**src/rtl/bcd_step_sequencer_if.sv**
```systemverilog
// Control and step-code bundle for the BCD step sequencer.
// The slave side is the sequencer; the master side is whoever drives the controls.
interface bcd_step_sequencer_if;
    logic ce;
    logic start;
    logic hold;
    logic abort;
    logic a;
    logic b;
    logic c;
    logic d;
    logic busy;
    logic held;
    logic step_strobe;
    logic done;

    modport slave (
        input  ce, start, hold, abort,
        output a, b, c, d, busy, held, step_strobe, done
    );

    modport master (
        output ce, start, hold, abort,
        input  a, b, c, d, busy, held, step_strobe, done
    );
endinterface

```
**src/rtl/bcd_step_sequencer.sv**
```systemverilog
// Runs a BCD step code 0..LAST_STEP, each step lasting PRESCALE enabled cycles,
// with hold/abort control. Code 4'b1111 blanks the downstream decoder when idle.
module bcd_step_sequencer #(
    parameter int unsigned LAST_STEP = 9,
    parameter int unsigned PRESCALE  = 1
) (
    input  logic                 clk,
    input  logic                 reset,
    bcd_step_sequencer_if.slave  bus
);

    localparam int unsigned STEP_W   = 4;
    localparam int unsigned CNT_W    = 8;
    localparam int unsigned LAST_EFF = (LAST_STEP > 9) ? 9 : LAST_STEP;
    localparam int unsigned PRE_EFF  = (PRESCALE == 0) ? 1 :
                                       ((PRESCALE > 256) ? 256 : PRESCALE);

    localparam logic [STEP_W-1:0] STEP_LAST = STEP_W'(LAST_EFF);
    localparam logic [STEP_W-1:0] CODE_IDLE = STEP_W'(15);
    localparam logic [CNT_W-1:0]  CNT_MAX   = CNT_W'(PRE_EFF - 1);

    typedef enum logic [1:0] {
        ST_IDLE = 2'd0,
        ST_RUN  = 2'd1,
        ST_HOLD = 2'd2
    } state_t;

    state_t              state_q, state_d;
    logic [STEP_W-1:0]   step_q, step_d;
    logic [CNT_W-1:0]    cnt_q, cnt_d;
    logic [STEP_W-1:0]   code_q, code_d;
    logic                busy_q, busy_d;
    logic                held_q, held_d;
    logic                strobe_q, strobe_d;
    logic                done_q, done_d;

    logic                at_tc;
    logic                at_last;

    assign at_tc   = (cnt_q == CNT_MAX);
    assign at_last = (step_q == STEP_LAST);

    always_ff @(posedge clk) begin
        if (reset) begin
            state_q  <= ST_IDLE;
            step_q   <= '0;
            cnt_q    <= '0;
            code_q   <= CODE_IDLE;
            busy_q   <= 1'b0;
            held_q   <= 1'b0;
            strobe_q <= 1'b0;
            done_q   <= 1'b0;
        end else begin
            state_q  <= state_d;
            step_q   <= step_d;
            cnt_q    <= cnt_d;
            code_q   <= code_d;
            busy_q   <= busy_d;
            held_q   <= held_d;
            strobe_q <= strobe_d;
            done_q   <= done_d;
        end
    end

    // Leaving HOLD shares the RUN prescale path so held cycles stretch the step exactly.
    always_comb begin
        state_d  = state_q;
        step_d   = step_q;
        cnt_d    = cnt_q;
        strobe_d = 1'b0;
        done_d   = 1'b0;

        if (bus.abort) begin
            state_d = ST_IDLE;
            step_d  = '0;
            cnt_d   = '0;
        end else if (bus.ce) begin
            unique case (state_q)
                ST_IDLE: begin
                    if (bus.start) begin
                        state_d  = ST_RUN;
                        step_d   = '0;
                        cnt_d    = '0;
                        strobe_d = 1'b1;
                    end
                end
                ST_RUN, ST_HOLD: begin
                    if (bus.hold) begin
                        state_d = ST_HOLD;
                    end else begin
                        state_d = ST_RUN;
                        if (at_tc) begin
                            cnt_d = '0;
                            if (at_last) begin
                                state_d = ST_IDLE;
                                step_d  = '0;
                                done_d  = 1'b1;
                            end else begin
                                step_d   = step_q + STEP_W'(1);
                                strobe_d = 1'b1;
                            end
                        end else begin
                            cnt_d = cnt_q + CNT_W'(1);
                        end
                    end
                end
                default: begin
                    state_d = ST_IDLE;
                    step_d  = '0;
                    cnt_d   = '0;
                end
            endcase
        end

        code_d = (state_d == ST_IDLE) ? CODE_IDLE : step_d;
        busy_d = (state_d != ST_IDLE);
        held_d = (state_d == ST_HOLD);
    end

    assign bus.a           = code_q[0];
    assign bus.b           = code_q[1];
    assign bus.c           = code_q[2];
    assign bus.d           = code_q[3];
    assign bus.busy        = busy_q;
    assign bus.held        = held_q;
    assign bus.step_strobe = strobe_q;
    assign bus.done        = done_q;

endmodule

```
**src/flat_wrapper.sv**
```systemverilog
// flat-port wrapper written by rule: the top's interface ports become plain ports
module bcd_step_sequencer_flat 
#(
    parameter int unsigned LAST_STEP = 9,
    parameter int unsigned PRESCALE  = 1
)
  (clk, reset, bus_ce, bus_start, bus_hold, bus_abort, bus_a, bus_b, bus_c, bus_d, bus_busy, bus_held, bus_step_strobe, bus_done);
  bcd_step_sequencer_if bus_i ();
  input  logic clk;
  input  logic reset;
  input wire logic [$bits(bus_i.ce)-1:0] bus_ce;
  input wire logic [$bits(bus_i.start)-1:0] bus_start;
  input wire logic [$bits(bus_i.hold)-1:0] bus_hold;
  input wire logic [$bits(bus_i.abort)-1:0] bus_abort;
  output wire logic [$bits(bus_i.a)-1:0] bus_a;
  output wire logic [$bits(bus_i.b)-1:0] bus_b;
  output wire logic [$bits(bus_i.c)-1:0] bus_c;
  output wire logic [$bits(bus_i.d)-1:0] bus_d;
  output wire logic [$bits(bus_i.busy)-1:0] bus_busy;
  output wire logic [$bits(bus_i.held)-1:0] bus_held;
  output wire logic [$bits(bus_i.step_strobe)-1:0] bus_step_strobe;
  output wire logic [$bits(bus_i.done)-1:0] bus_done;
  assign bus_i.ce = bus_ce;
  assign bus_i.start = bus_start;
  assign bus_i.hold = bus_hold;
  assign bus_i.abort = bus_abort;
  assign bus_a = bus_i.a;
  assign bus_b = bus_i.b;
  assign bus_c = bus_i.c;
  assign bus_d = bus_i.d;
  assign bus_busy = bus_i.busy;
  assign bus_held = bus_i.held;
  assign bus_step_strobe = bus_i.step_strobe;
  assign bus_done = bus_i.done;
  bcd_step_sequencer #(.LAST_STEP(LAST_STEP), .PRESCALE(PRESCALE)) u_core (.clk(clk), .reset(reset), .bus(bus_i));
endmodule
```
**config.mk**
```make
export PLATFORM = sky130hd
export DESIGN_NAME = bcd_step_sequencer_flat
export DESIGN_NICKNAME = d
export VERILOG_FILES = /design/src/rtl/bcd_step_sequencer_if.sv /design/src/rtl/bcd_step_sequencer.sv /design/src/flat_wrapper.sv
export SDC_FILE = /design/constraint.sdc
export NUM_CORES = 1
export LEC_CHECK = 0
export ABC_AREA = 1
export BUFFER_PORTS_ARGS = -buffer_cell sky130_fd_sc_hd__buf_4
export CORE_ASPECT_RATIO = 1.5
export CORE_MARGIN = 5
export CORE_UTILIZATION = 60
export CTS_CLUSTER_DIAMETER = 150
export CTS_CLUSTER_SIZE = 25
export DETAILED_ROUTE_END_ITERATION = 10
export PLACE_DENSITY_LB_ADDON = 0.2
export SLEW_MARGIN = 20
export SYNTH_ARGS = -nofsm -noshare
export SYNTH_HDL_FRONTEND = slang
export SYNTH_SLANG_ARGS = --single-unit
```
**constraint.sdc**
```tcl
create_clock -name clk -period 3.4 [get_ports clk]
set_input_delay 0.68 -clock clk [delete_from_list [all_inputs] [get_ports clk]]
set_output_delay 0.68 -clock clk [all_outputs]
set_load 0.05 [all_outputs]
```
==> results.toml <==
[min_path]
hold_end = "u_core.cnt_q[1]"
hold_start = "u_core.cnt_q[1]"
hp-class = "reg -> reg"
hold-path-cell-count = 2

[global_route]
grt_max_degree = 14
grt_pass1_vias = 1202
grt_pass1_wl_um = 5161
antenna_found_initial = 0
grt_overflow = 0
grtUsageTotal = 0.2389

[worst_setup_path]
criticalPathCategory = "reg -> reg"
r2r_end = "u_core.code_q[1]"
critPathMaxFanout = 6
reg2reg_from = "u_core.state_q[0]"
start_kind = "register"
cp.arrival_ps = 2020
endpoint_kind = "register"
worstPathRequired_ps = 3630
r2r_setup_slack_ps = 1610
r2r_cells = 10

[finish]
num_antenna_cells = 0
area_growth_pct = 14.89
n_fill_cell = 155
instances_no_fill = 216
drive_above_1_share = 0.1282
nNetsFinal = 208

[synthesis]
synth_edf_count = 0
async_flop_share = 0
yosysUniqueCellTypes = 20
synth_warnings = 0
ys_ff_latch = 22
avgSynthCellArea_um2 = 6.657
synth_commonest_cells = "nand2_1 (44), inv_1 (27), nor2_1 (23)"
synthesis.nets = 190
ys_top_cells_by_area = "dfxtp_1 (37%), nand2_1 (14%), inv_1 (8.6%), nor2_1 (7.3%), ha_1 (6.3%)"
yosysMostFrequentCell = "nand2_1"
synth_top_area_cell = "dfxtp_1"
synthCells = 178
yosysSeqAreaShare = 0.3717
syn-cell-area_mm2 = 0.001185
synth-main-ff-cell = "dfxtp_1"
synth_top_cell_area_share = 0.3717

[clock_network]
ctsRootBufferMaster = "clkbuf_4"
cts_setup_buffers = 0
cts_buffers = 3
cts_buffer_depth = 2
clk_pin_slew_ps = 130
cts_resized = 0
cts_max_level = 1
cts_tree = "built"
clkLatencyLatePin_ps = 330
cts.sinks = 22
hold_buffers = 0

[timing]
max_freq_ghz = 0.5572
final_max_slew_viol_count = 0
hold_viol_final = 0
tightestPinTransition_ps = 536.5
rsz0062_at_grt = "no"
clock_skew_ps = 5.379
slew-limit-headroom = 0.6410
finalCritPeriodShare = 0.5278
setup_viol_count_final = 0
layout_setup_ws_ps = 1605
min_period_ps = 1795
fin_setup_tns_ps = 0

[place]
place_inst = 212
routabilityCongestion = 0.9200
dp_hpwl_um = 2333
dp_worst_setup_slack_ps = 1569
io_buffers = 13

[die]
dieHeight_um = 64.43
fp.dieArea_mm2 = 0.002982
initial_core_util = 0.6390
die_w_um = 46.29
num_rows = 19
coreArea_mm2 = 0.001854
ios = 14

[run_status]
status = "completed"

[pwr]
power_density_mw_per_mm2 = 391.1
total_leakage_power_uw = 0.0006584
ir_drop_v = 0.0003603
design_power_total_uw = 532.4

[drt]
wire_per_inst_um = 13.87
ant_nets = 0
firstDrtPassIters = 4
wirelength_um = 2995
drt-initial-drc-count = 42
avgViaCountPerCell = 5.532
vias = 1195
drc = 0

[flow_run]
max-cap-violations = 0
-- logic make-up (layout without fill, tap and decap cells) --
logic type / Yosys count / after routing / synth area share
compound gates: 24 / 24 / 0.1088
fa+ha+maj: 6 / 6 / 0.06336
buf+inv: 31 / 48 / 0.09820
flops: 22 / 22 / 0.3717
simple gates: 95 / 95 / 0.3580
-- critical path: stages, from the launching register on --
cell and delay, ps:
dfxtp_1 390, inv_1 60, ha_1 380, nand2_1 230
clkinv_1 100, nor2_1 140, nand2_1 60, nand2_1 60
nand2_1 40, o21ai_1 150, nand2_1 70
-- cell usage in the layout, fill, tap and decap left out, types with 4 or more instances in the layout --
master   instances
dfxtp_1         22
ha_1             6
nand4_1          4
nor2_1          23
nand2_1         44
nand3_1         13
o21ai_0          6
o21ai_1          5
buf_4           13
a21oi_1         10
nor3_1           5
inv_1           27
-- per-layer routing --
layer | wire length, um | share of wire | track usage
met5 | 0 | 0 | 0
met4 | 112 | 0.037 | 0.1495
met3 | 111 | 0.037 | 0.05540
met2 | 1672 | 0.56 | 0.4207
met1 | 1099 | 0.37 | 0.2354
-- through the flow --
stage                 util  hold slack, ps  area [um2]
global route        0.7341           510.7        1361
floorplan                -           474.0        1185
detailed placement  0.7058           503.9        1309
finish              0.7341           517.6        1361
CTS                 0.7341           523.0        1361
global placement    0.7058           492.4        1309
-- layout make-up --
type | instances | area, um2 | share of cell area
clock buffer | 3 | 22.52 | 0.01654
clock inverter | 1 | 30.03 | 0.02206
inverter | 31 | 116.4 | 0.08548
multi-input combinational | 125 | 628.1 | 0.4614
sequential | 22 | 440.4 | 0.3235
tap | 21 | 26.28 | 0.01930
timing repair buffer | 13 | 97.59 | 0.07169
-- sequential cells by signal (all words and copies together), names as in the netlist --
signal / count
u_core.bus.busy: 1
u_core.code_q: 4
u_core.bus.held: 1
u_core.step_q: 4
u_core.cnt_q: 8
u_core.bus.step_strobe: 1
u_core.state_q: 2
u_core.bus.done: 1
-- report_power, final --
part	internal, uW	total, uW	switching [uW]	leakage, uW
Combinational	18.1	60.5	42.3	0.000452
Clock	120	207	87.6	0.0000279
Sequential	262	265	2.48	0.000178
-- worst max-delay path by stage --
stage	startpoint	slack, ps	cells after the start	endpoint
after global placement	reset	1570	5	u_core.code_q[2]
after floorplan	u_core.state_q[0]	1820	10	u_core.code_q[1]
after CTS	u_core.state_q[0]	1630	10	u_core.code_q[1]
after global routing	u_core.state_q[0]	1460	10	u_core.code_q[1]
after detailed placement	reset	1570	5	u_core.code_q[2]
final	u_core.state_q[0]	1610	10	u_core.code_q[1]
(Power assumes the default switching activity.)
